==> src/rtl/cpu_pkg.sv <==
// Shared definitions for the minimal 6502-compatible core: opcodes, T-states, flag positions.
package cpu_pkg;

  localparam logic [7:0] ADC_IMM = 8'h69;
  localparam logic [7:0] ADC_ABS = 8'h6D;
  localparam logic [7:0] SBC_IMM = 8'hE9;
  localparam logic [7:0] SEC     = 8'h38;
  localparam logic [7:0] CLC     = 8'h18;
  localparam logic [7:0] NOP     = 8'hEA;

  typedef enum logic [1:0] {
    StT0 = 2'd0,
    StT1 = 2'd1,
    StT2 = 2'd2,
    StT3 = 2'd3
  } t_state_e;

  // Bit positions inside the processor status register (6502 layout)
  localparam int unsigned FLAG_C = 0;
  localparam int unsigned FLAG_Z = 1;
  localparam int unsigned FLAG_V = 6;
  localparam int unsigned FLAG_N = 7;

endpackage

==> src/rtl/cpu_if.sv <==
// Read-only memory bus between the core (master) and combinational memory (slave).
interface cpu_if;

  logic [15:0] Addr_bus;
  logic [7:0]  Data_bus;

  modport master (output Addr_bus, input Data_bus);
  modport slave  (input Addr_bus, output Data_bus);

endinterface

==> src/rtl/cpu_alu.sv <==
// Binary add/subtract unit; subtraction is addition of the inverted operand plus carry.
module cpu_alu (
  input  logic [7:0] i_a,
  input  logic [7:0] i_m,
  input  logic       i_carry,
  input  logic       i_sub,
  output logic [7:0] o_result,
  output logic       o_c,
  output logic       o_z,
  output logic       o_n,
  output logic       o_v
);

  logic [7:0] w_m_eff;
  logic [8:0] w_sum;

  // Nine-bit sum and flag derivation
  always_comb begin
    w_m_eff  = i_sub ? ~i_m : i_m;
    w_sum    = {1'b0, i_a} + {1'b0, w_m_eff} + {8'd0, i_carry};
    o_result = w_sum[7:0];
    o_c      = w_sum[8];
    o_z      = (w_sum[7:0] == 8'd0);
    o_n      = w_sum[7];
    o_v      = (i_a[7] == w_m_eff[7]) && (w_sum[7] != i_a[7]);
  end

endmodule

==> src/rtl/cpu.sv <==
// Minimal 6502-style core: sequencer, registers and bus address mux. ADC/SBC #imm, ADC abs,
// SEC, CLC; everything else is a two-cycle implied NOP.
module cpu
  import cpu_pkg::*;
#(
  parameter logic [15:0] RESET_PC = 16'h0000
) (
  input  logic         clk_ph1,
  input  logic         rst,
  cpu_if.master        bus,
  output logic [7:0]   IR_dbg,
  output logic [7:0]   AC_dbg,
  output logic [15:0]  PC_dbg,
  output logic [2:0]   cycle_dbg
);

  t_state_e    r_t, w_t_next;
  logic [15:0] r_pc, w_pc_next;
  logic [7:0]  r_ac, w_ac_next;
  logic [7:0]  r_ir, w_ir_next;
  logic [7:0]  r_adl, w_adl_next;
  logic [7:0]  r_adh, w_adh_next;
  logic [7:0]  r_p, w_p_next;
  logic [7:0]  w_p_alu;
  logic [15:0] w_addr;

  logic [7:0]  w_alu_res;
  logic        w_alu_c, w_alu_z, w_alu_n, w_alu_v;
  logic        w_sub;

  assign w_sub = (r_ir == SBC_IMM);

  cpu_alu u_alu (
    .i_a      (r_ac),
    .i_m      (bus.Data_bus),
    .i_carry  (r_p[FLAG_C]),
    .i_sub    (w_sub),
    .o_result (w_alu_res),
    .o_c      (w_alu_c),
    .o_z      (w_alu_z),
    .o_n      (w_alu_n),
    .o_v      (w_alu_v)
  );

  // T-state register
  always_ff @(posedge clk_ph1) begin
    if (rst) begin
      r_t <= StT0;
    end else begin
      r_t <= w_t_next;
    end
  end

  // T-state sequencing: only ADC abs runs past T1
  always_comb begin
    w_t_next = StT0;
    unique case (r_t)
      StT0:    w_t_next = StT1;
      StT1:    w_t_next = (r_ir == ADC_ABS) ? StT2 : StT0;
      StT2:    w_t_next = StT3;
      StT3:    w_t_next = StT0;
      default: w_t_next = StT0;
    endcase
  end

  // Status register image after an ADC/SBC
  always_comb begin
    w_p_alu         = r_p;
    w_p_alu[FLAG_C] = w_alu_c;
    w_p_alu[FLAG_Z] = w_alu_z;
    w_p_alu[FLAG_N] = w_alu_n;
    w_p_alu[FLAG_V] = w_alu_v;
  end

  // Per-T-state bus address and register next values
  always_comb begin
    w_addr     = r_pc;
    w_pc_next  = r_pc;
    w_ac_next  = r_ac;
    w_ir_next  = r_ir;
    w_adl_next = r_adl;
    w_adh_next = r_adh;
    w_p_next   = r_p;
    unique case (r_t)
      StT0: begin
        w_ir_next = bus.Data_bus;
        w_pc_next = r_pc + 16'd1;
      end
      StT1: begin
        case (r_ir)
          ADC_IMM, SBC_IMM: begin
            w_ac_next = w_alu_res;
            w_p_next  = w_p_alu;
            w_pc_next = r_pc + 16'd1;
          end
          ADC_ABS: begin
            w_adl_next = bus.Data_bus;
            w_pc_next  = r_pc + 16'd1;
          end
          SEC:     w_p_next[FLAG_C] = 1'b1;
          CLC:     w_p_next[FLAG_C] = 1'b0;
          NOP:     ;
          default: ;
        endcase
      end
      StT2: begin
        w_adh_next = bus.Data_bus;
        w_pc_next  = r_pc + 16'd1;
      end
      StT3: begin
        w_addr    = {r_adh, r_adl};
        w_ac_next = w_alu_res;
        w_p_next  = w_p_alu;
      end
      default: ;
    endcase
  end

  // Architectural registers; reset discards any in-flight update
  always_ff @(posedge clk_ph1) begin
    if (rst) begin
      r_pc  <= RESET_PC;
      r_ac  <= 8'd0;
      r_ir  <= 8'd0;
      r_adl <= 8'd0;
      r_adh <= 8'd0;
      r_p   <= 8'd0;
    end else begin
      r_pc  <= w_pc_next;
      r_ac  <= w_ac_next;
      r_ir  <= w_ir_next;
      r_adl <= w_adl_next;
      r_adh <= w_adh_next;
      r_p   <= w_p_next;
    end
  end

  assign bus.Addr_bus = rst ? RESET_PC : w_addr;
  assign IR_dbg       = r_ir;
  assign AC_dbg       = r_ac;
  assign PC_dbg       = r_pc;
  assign cycle_dbg    = {1'b0, r_t};

endmodule

==> src/flat_wrapper.sv <==
// flat-port wrapper written by rule: the top's interface ports become plain ports
module cpu_flat import cpu_pkg::*;
#(
  parameter logic [15:0] RESET_PC = 16'h0000
)
  (clk_ph1, rst, IR_dbg, AC_dbg, PC_dbg, cycle_dbg, bus_Addr_bus, bus_Data_bus);
  cpu_if bus_i ();
  input  logic clk_ph1;
  input  logic rst;
  output logic [7:0] IR_dbg;
  output logic [7:0] AC_dbg;
  output logic [15:0] PC_dbg;
  output logic [2:0] cycle_dbg;
  output wire logic [$bits(bus_i.Addr_bus)-1:0] bus_Addr_bus;
  input wire logic [$bits(bus_i.Data_bus)-1:0] bus_Data_bus;
  assign bus_Addr_bus = bus_i.Addr_bus;
  assign bus_i.Data_bus = bus_Data_bus;
  cpu #(.RESET_PC(RESET_PC)) u_core (.clk_ph1(clk_ph1), .rst(rst), .bus(bus_i), .IR_dbg(IR_dbg), .AC_dbg(AC_dbg), .PC_dbg(PC_dbg), .cycle_dbg(cycle_dbg));
endmodule
==> config.mk <==
export PLATFORM = sky130hd
export DESIGN_NAME = cpu_flat
export DESIGN_NICKNAME = d
export VERILOG_FILES = /design/src/rtl/cpu_pkg.sv /design/src/rtl/cpu_if.sv /design/src/rtl/cpu_alu.sv /design/src/rtl/cpu.sv /design/src/flat_wrapper.sv
export SDC_FILE = /design/constraint.sdc
export NUM_CORES = 1
export LEC_CHECK = 0
export ABC_AREA = 1
export CAP_MARGIN = 10
export CORE_MARGIN = 8
export CORE_UTILIZATION = 50
export CTS_BUF_LIST = sky130_fd_sc_hd__clkbuf_8
export CTS_CLUSTER_SIZE = 10
export DETAILED_ROUTE_END_ITERATION = 6
export PLACE_DENSITY_LB_ADDON = 0.15
export SETUP_SLACK_MARGIN = 0.2
export SLEW_MARGIN = 20
export SYNTH_ARGS = -nofsm -noshare
export SYNTH_HDL_FRONTEND = slang
export SYNTH_SLANG_ARGS = --single-unit
==> constraint.sdc <==
create_clock -name clk_ph1 -period 3.1 [get_ports clk_ph1]
set_input_delay 0.62 -clock clk_ph1 [delete_from_list [all_inputs] [get_ports clk_ph1]]
set_output_delay 0.62 -clock clk_ph1 [all_outputs]
set_load 0.02 [all_outputs]
# Word level (Yosys, flattened, before mapping)
# Cells that the tools add are included.
# word_totals
reg_bits	51
word_cells	43
# classes
addsub	3
eq_ne	11
mux	11
n_bitwise	1
reduce_logical	10
# ops
op	n
$mux 16	3
$pmux 16 s2	1
$add 16x1->16 const B	1
$eq 8x7->1 const B	2
$mux 8	2
$pmux 8 s2	1
$add 8x8->9	1
$add 9x1->9	1
$eq 8x5->1 const B	1
$eq 8x6->1 const B	1
$eq 8x8->1 const B	1
$not 8->8	1
$pmux 2 s4	1
$reduce_and 2->1	4
$eq 2x2->1 const B	2
$ne 4x3->1 const B	1
$reduce_bool 2->1	2
$reduce_or 2->1	2
$pmux 1 s3	1
$reduce_or 3->1	1
$eq 2x1->1 const B	1
$logic_not 2->1	1
$mux 2	1
$ne 2x1->1 const B	1
2 further kinds	2

# Longest topological paths before layout
# depth
word_depth	6
depth_mapped	16

# By module
# From an unflattened synthesis, not the netlist that was laid out.
# hier_totals
hier_cells	467
area_unflattened_um2	2987.9
# modules_own_cells
module	instances	cells_each	area_per_inst_um2
cpu	1	366	2431.1
cpu_alu	1	101	556.8

# Worst setup path before layout
# OpenSTA, ideal clock, no wires.
# synth_path
path_kind	register to register
from	register u_core.r_ir[5] (netlist: u_core.IR_dbg[5])
to	register u_core.r_ac[6] (netlist: u_core.AC_dbg[6])
setup_ns	0.120
t_arrival_ns	2.378
path_slack_ns	0.602
stages_incl_launch_ff	16
synth_period_minus_slack_ns	2.498
cell_sequence	dfxtp_1 inv_1 nor2_1 nand4_2 xor2_1 inv_1 fa_1 inv_1 fa_1 inv_1 nand3_1 nand2_1 nand2_1 nand2_1 xor2_1 a21oi_1
# synth_between
elab_chain_cells	6
elab_cells_between_ends	10
classes_between	2 x add/sub; 3 x eq/ne; 3 x mux; 2 x reduce/logical
# synth_lines
item	line_no	source
start: declaration	cpu.sv:20	logic [7:0] r_ir, w_ir_next;
start signal: assignment	cpu.sv:131	r_ir <= w_ir_next;
$eq 8x8->1	n/a	
$mux 8	cpu_alu.sv:19	w_m_eff = i_sub ? ~i_m : i_m;
$add 8x8->9	cpu_alu.sv:20	w_sum = {1'b0, i_a} + {1'b0, w_m_eff} + {8'd0, i_carry};
$add 9x1->9	cpu_alu.sv:20	
$mux 8	cpu.sv:90	case (r_ir)
$pmux 8 s2	cpu.sv:84	unique case (r_t)
end signal: assignment	cpu.sv:130	r_ac <= w_ac_next;
end: declaration	cpu.sv:19	logic [7:0] r_ac, w_ac_next;
# Parallel ways exist; a longest one is shown, timed or not. The select of a mux whose other input is x is not followed.
# A chain may end at the register's enable or synchronous reset.

# Final worst setup path
# layout_path
from	input port rst
to	output port bus_Addr_bus[6]
# layout_between
elab_chain_cells	1
# layout_lines
item	line_no	source
start: declaration	flat_wrapper.sv:9	input logic rst;
$mux 16	cpu.sv:138	assign bus.Addr_bus = rst ? RESET_PC : w_addr;
end: declaration	flat_wrapper.sv:14	output wire logic [$bits(bus_i.Addr_bus)-1:0] bus_Addr_bus;
# No other way between the ends.

==> impl_metrics.yaml <==
run_status:
  status: "finished, final reports clean"
synthesis:
  synthTopCellsByArea: "dfxtp_1 34%, a21oi_1 10%, nand2_1 9.2%"
  syn_nets: 446
  ys_seq_elements: 51
  synth_top_cell_by_area: "dfxtp_1"
  yosysUniqueCellTypes: 34
  synth_top_area_share_pct: 34.46
  syn_area_um2: 2963
  syn_inst: 426
  syn_area_per_cell_um2: 6.955
  synth_warnings: 0
  ys_seq_area_share_pct: 34.46
setup_path:
  r2r-end: "u_core.AC_dbg[6]"
  crit_fanout: 6
  worstRegToRegCells: 15
  critPathKind: "input port to output pin"
  r2r_slack_ns: 0.68
  cp.arrival_ns: 2.17
  cpMaxStageDelayCell: "clkdlybuf4s50_1"
  r2r-start: "u_core.IR_dbg[5]"
  cpMostUsedCell: "clkdlybuf4s50_1"
  cp.required_ns: 2.48
  max_stage_delay_ns: 0.63
  path_cells: "clkdlybuf4s50_1 -> inv_1 -> buf_4 -> o21ai_0 -> a21oi_1 -> clkdlybuf4s50_1"
  start_kind: "input port"
  cp-end-kind: "output pin"
timing:
  fin_skew_ns: 0.006978
  rsz0062_at_grt: "false"
  fin_setup_tns_ns: 0
  timing.hold.ws_ns: 0.5121
  timing_hold_violations_final: 0
  tightest_slew_ns: 0.9744
  period_needed_ns: 2.790
  timing.final.ws_setup_ns: 0.3103
  relSlewSlack_pct: 34.80
  finalMaxSlewViolations: 0
  fin_crit_sh_pct: 89.99
  setup_violations: 0
  max_clock_freq_mhz: 358.5
final_layout:
  layout_common_cells: "73 x nand2_1, 60 x a21oi_1, 56 x inv_1"
  diodes: 0
  layout_commonest_cell: "nand2_1"
  syn_to_final_growth_pct: 25.89
  final_area_um2: 3730
  drive_above_1_share_pct: 7.900
  fin_nets: 500
  num-fill-cells: 532
detailed_routing:
  drcViolationCount: 0
  dr.pass1.iters: 5
  wl_per_cell_um: 14.00
  first_iter_violations: 161
  drt_wl_total_um: 7782
  ant_nets: 0
  post_drt_via_cell_ratio: 5.185
  num_vias: 2883
clock_network:
  clockBufferDepth: 2
  cts-root-buf: "clkbuf_8"
  postCtsHoldBufs: 0
  clk_pin_slew_ns: 0.09
  cts_buffers: 5
  insertion_delay_ns: 0.31
  cts_tree: "built"
  clock_sinks: 51
  cts_htree_levels: 2
hold_path:
  hold_path_end: "u_core.r_p[0]"
  hold_path_depth: 2
  holdCritStartpoint: "u_core.r_p[0]"
  hold_path_class: "register to register"
flow_run:
  cap_violations: 0
power:
  ir_drop_uv: 285.9
  powerDensity_nw_per_um2: 391.3
  p_leak_nw: 1.777
floorplanning:
  die-area_um2: 8645
  initial_core_util_pct: 50.95
  die_x_um: 92.98
  fp-row-count: 28
  io_pins: 61
  die_h_um: 92.98
  coreArea_um2: 5816
global_route:
  grt_overflow: 0
  globalRouteTotalUtil_pct: 17.99
  grt_pass1_wl_um: 12770
  antenna_found_initial: 0
  grt_pass1_vias: 2615
  grt_max_degree: 51
place:
  place_ws_ns: 0.1792
  gp_congestion: 0.8844
  numPortBuffers: 59
  place_area_um2: 3582
  hpwl_um: 6003
[sequential cells by signal (all words and copies together) (netlist names), named ones only]
name,count
u_core.IR_dbg,8
u_core.r_adl,8
u_core.r_t,1
u_core.AC_dbg,8
u_core.r_adh,8
u_core.r_p,1
u_core.PC_dbg,16
[logic make-up after synthesis]
family / share of synthesized area, %
other: 0.1266
buffers and inverters: 11.61
AND/OR/NAND/NOR: 23.44
AO/OA/AOI/OAI: 21.49
flip-flops: 34.46
XOR/XNOR: 4.139
adder cells (fa/ha/maj): 4.730
[synthesized netlist by cell type]
library cell / count
ha_1: 8
xnor2_1: 2
buf_1: 1
nor2_2: 1
o21ai_0: 48
nand2_1: 73
inv_2: 3
nor2_4: 2
o21ai_1: 2
inv_1: 56
nand4_2: 1
nand3_1: 18
o21ai_2: 5
nor3_4: 1
nor3_1: 3
nor2_1: 41
xor2_1: 12
nand3_4: 1
and2_1: 1
conb_1: 1
nand2_4: 2
a21oi_1: 60
nand2_2: 3
fa_1: 2
nand3b_1: 1
o21a_1: 1
a21oi_2: 4
buf_6: 3
buf_8: 2
clkbuf_1: 8
nand4_1: 5
buf_2: 2
dfxtp_1: 51
buf_4: 2
[critical path: cells and delay by family]
family                 cells  cell delay (ns)
AO/OA/AOI/OAI              2             0.22
buffers and inverters      4             1.33
[report_power, final]
group,switching [mW],internal (mW),total (mW)
Clock,0.237,0.245,0.482
Combinational,0.158,0.112,0.271
Sequential,0.0286,0.678,0.707
[worst max path at each step]
stage,depth (start not counted),slack [ns],to,from
floorplan,15,0.60,u_core.AC_dbg[6],u_core.IR_dbg[5]
finish,6,0.31,bus_Addr_bus[6],rst
global placement,6,0.22,bus_Addr_bus[13],rst
CTS,6,0.20,bus_Addr_bus[7],rst
global route,6,0.21,bus_Addr_bus[6],rst
detailed placement,6,0.18,bus_Addr_bus[12],rst
[cell type report]
type	count	area, um^2	share of cell area (%)
Tap cell	75	93.84	2.516
Inverter	59	221.5	5.938
Sequential cell	51	1022	27.41
Timing Repair Buffer	65	678.2	18.18
Clock inverter	3	47.55	1.275
Multi-Input combinational cell	298	1598	42.84
Clock buffer	5	68.82	1.845
[what timing repair did]
action                                  CTS  global route
cloned                                    0             0
pin swaps                                 0             0
gates resized for setup                   2            14
setup buffers                             0             0
endpoints found under the setup margin    2            13
[routing by layer]
layer  vias to the layer above  wire (um)  GRT usage [%]
met4                         0        100          4.966
li1                       1474          -              -
met1                      1310       3542          23.22
met5                         -          0              0
met2                        91       3655          29.53
met3                         8        484          3.846
[per-stage QoR]
step | cells | power (mW) | util (%)
detailed placement | 548 | 0.9924 | 61.60
floorplan | 426 | 0.8986 | -
CTS | 556 | 1.465 | 63.55
finish | 556 | 1.460 | 64.14
global placement | 548 | 0.9873 | 61.60
global route | 556 | 1.528 | 64.14
No activity file was read; power rests on OpenSTA's default activity.
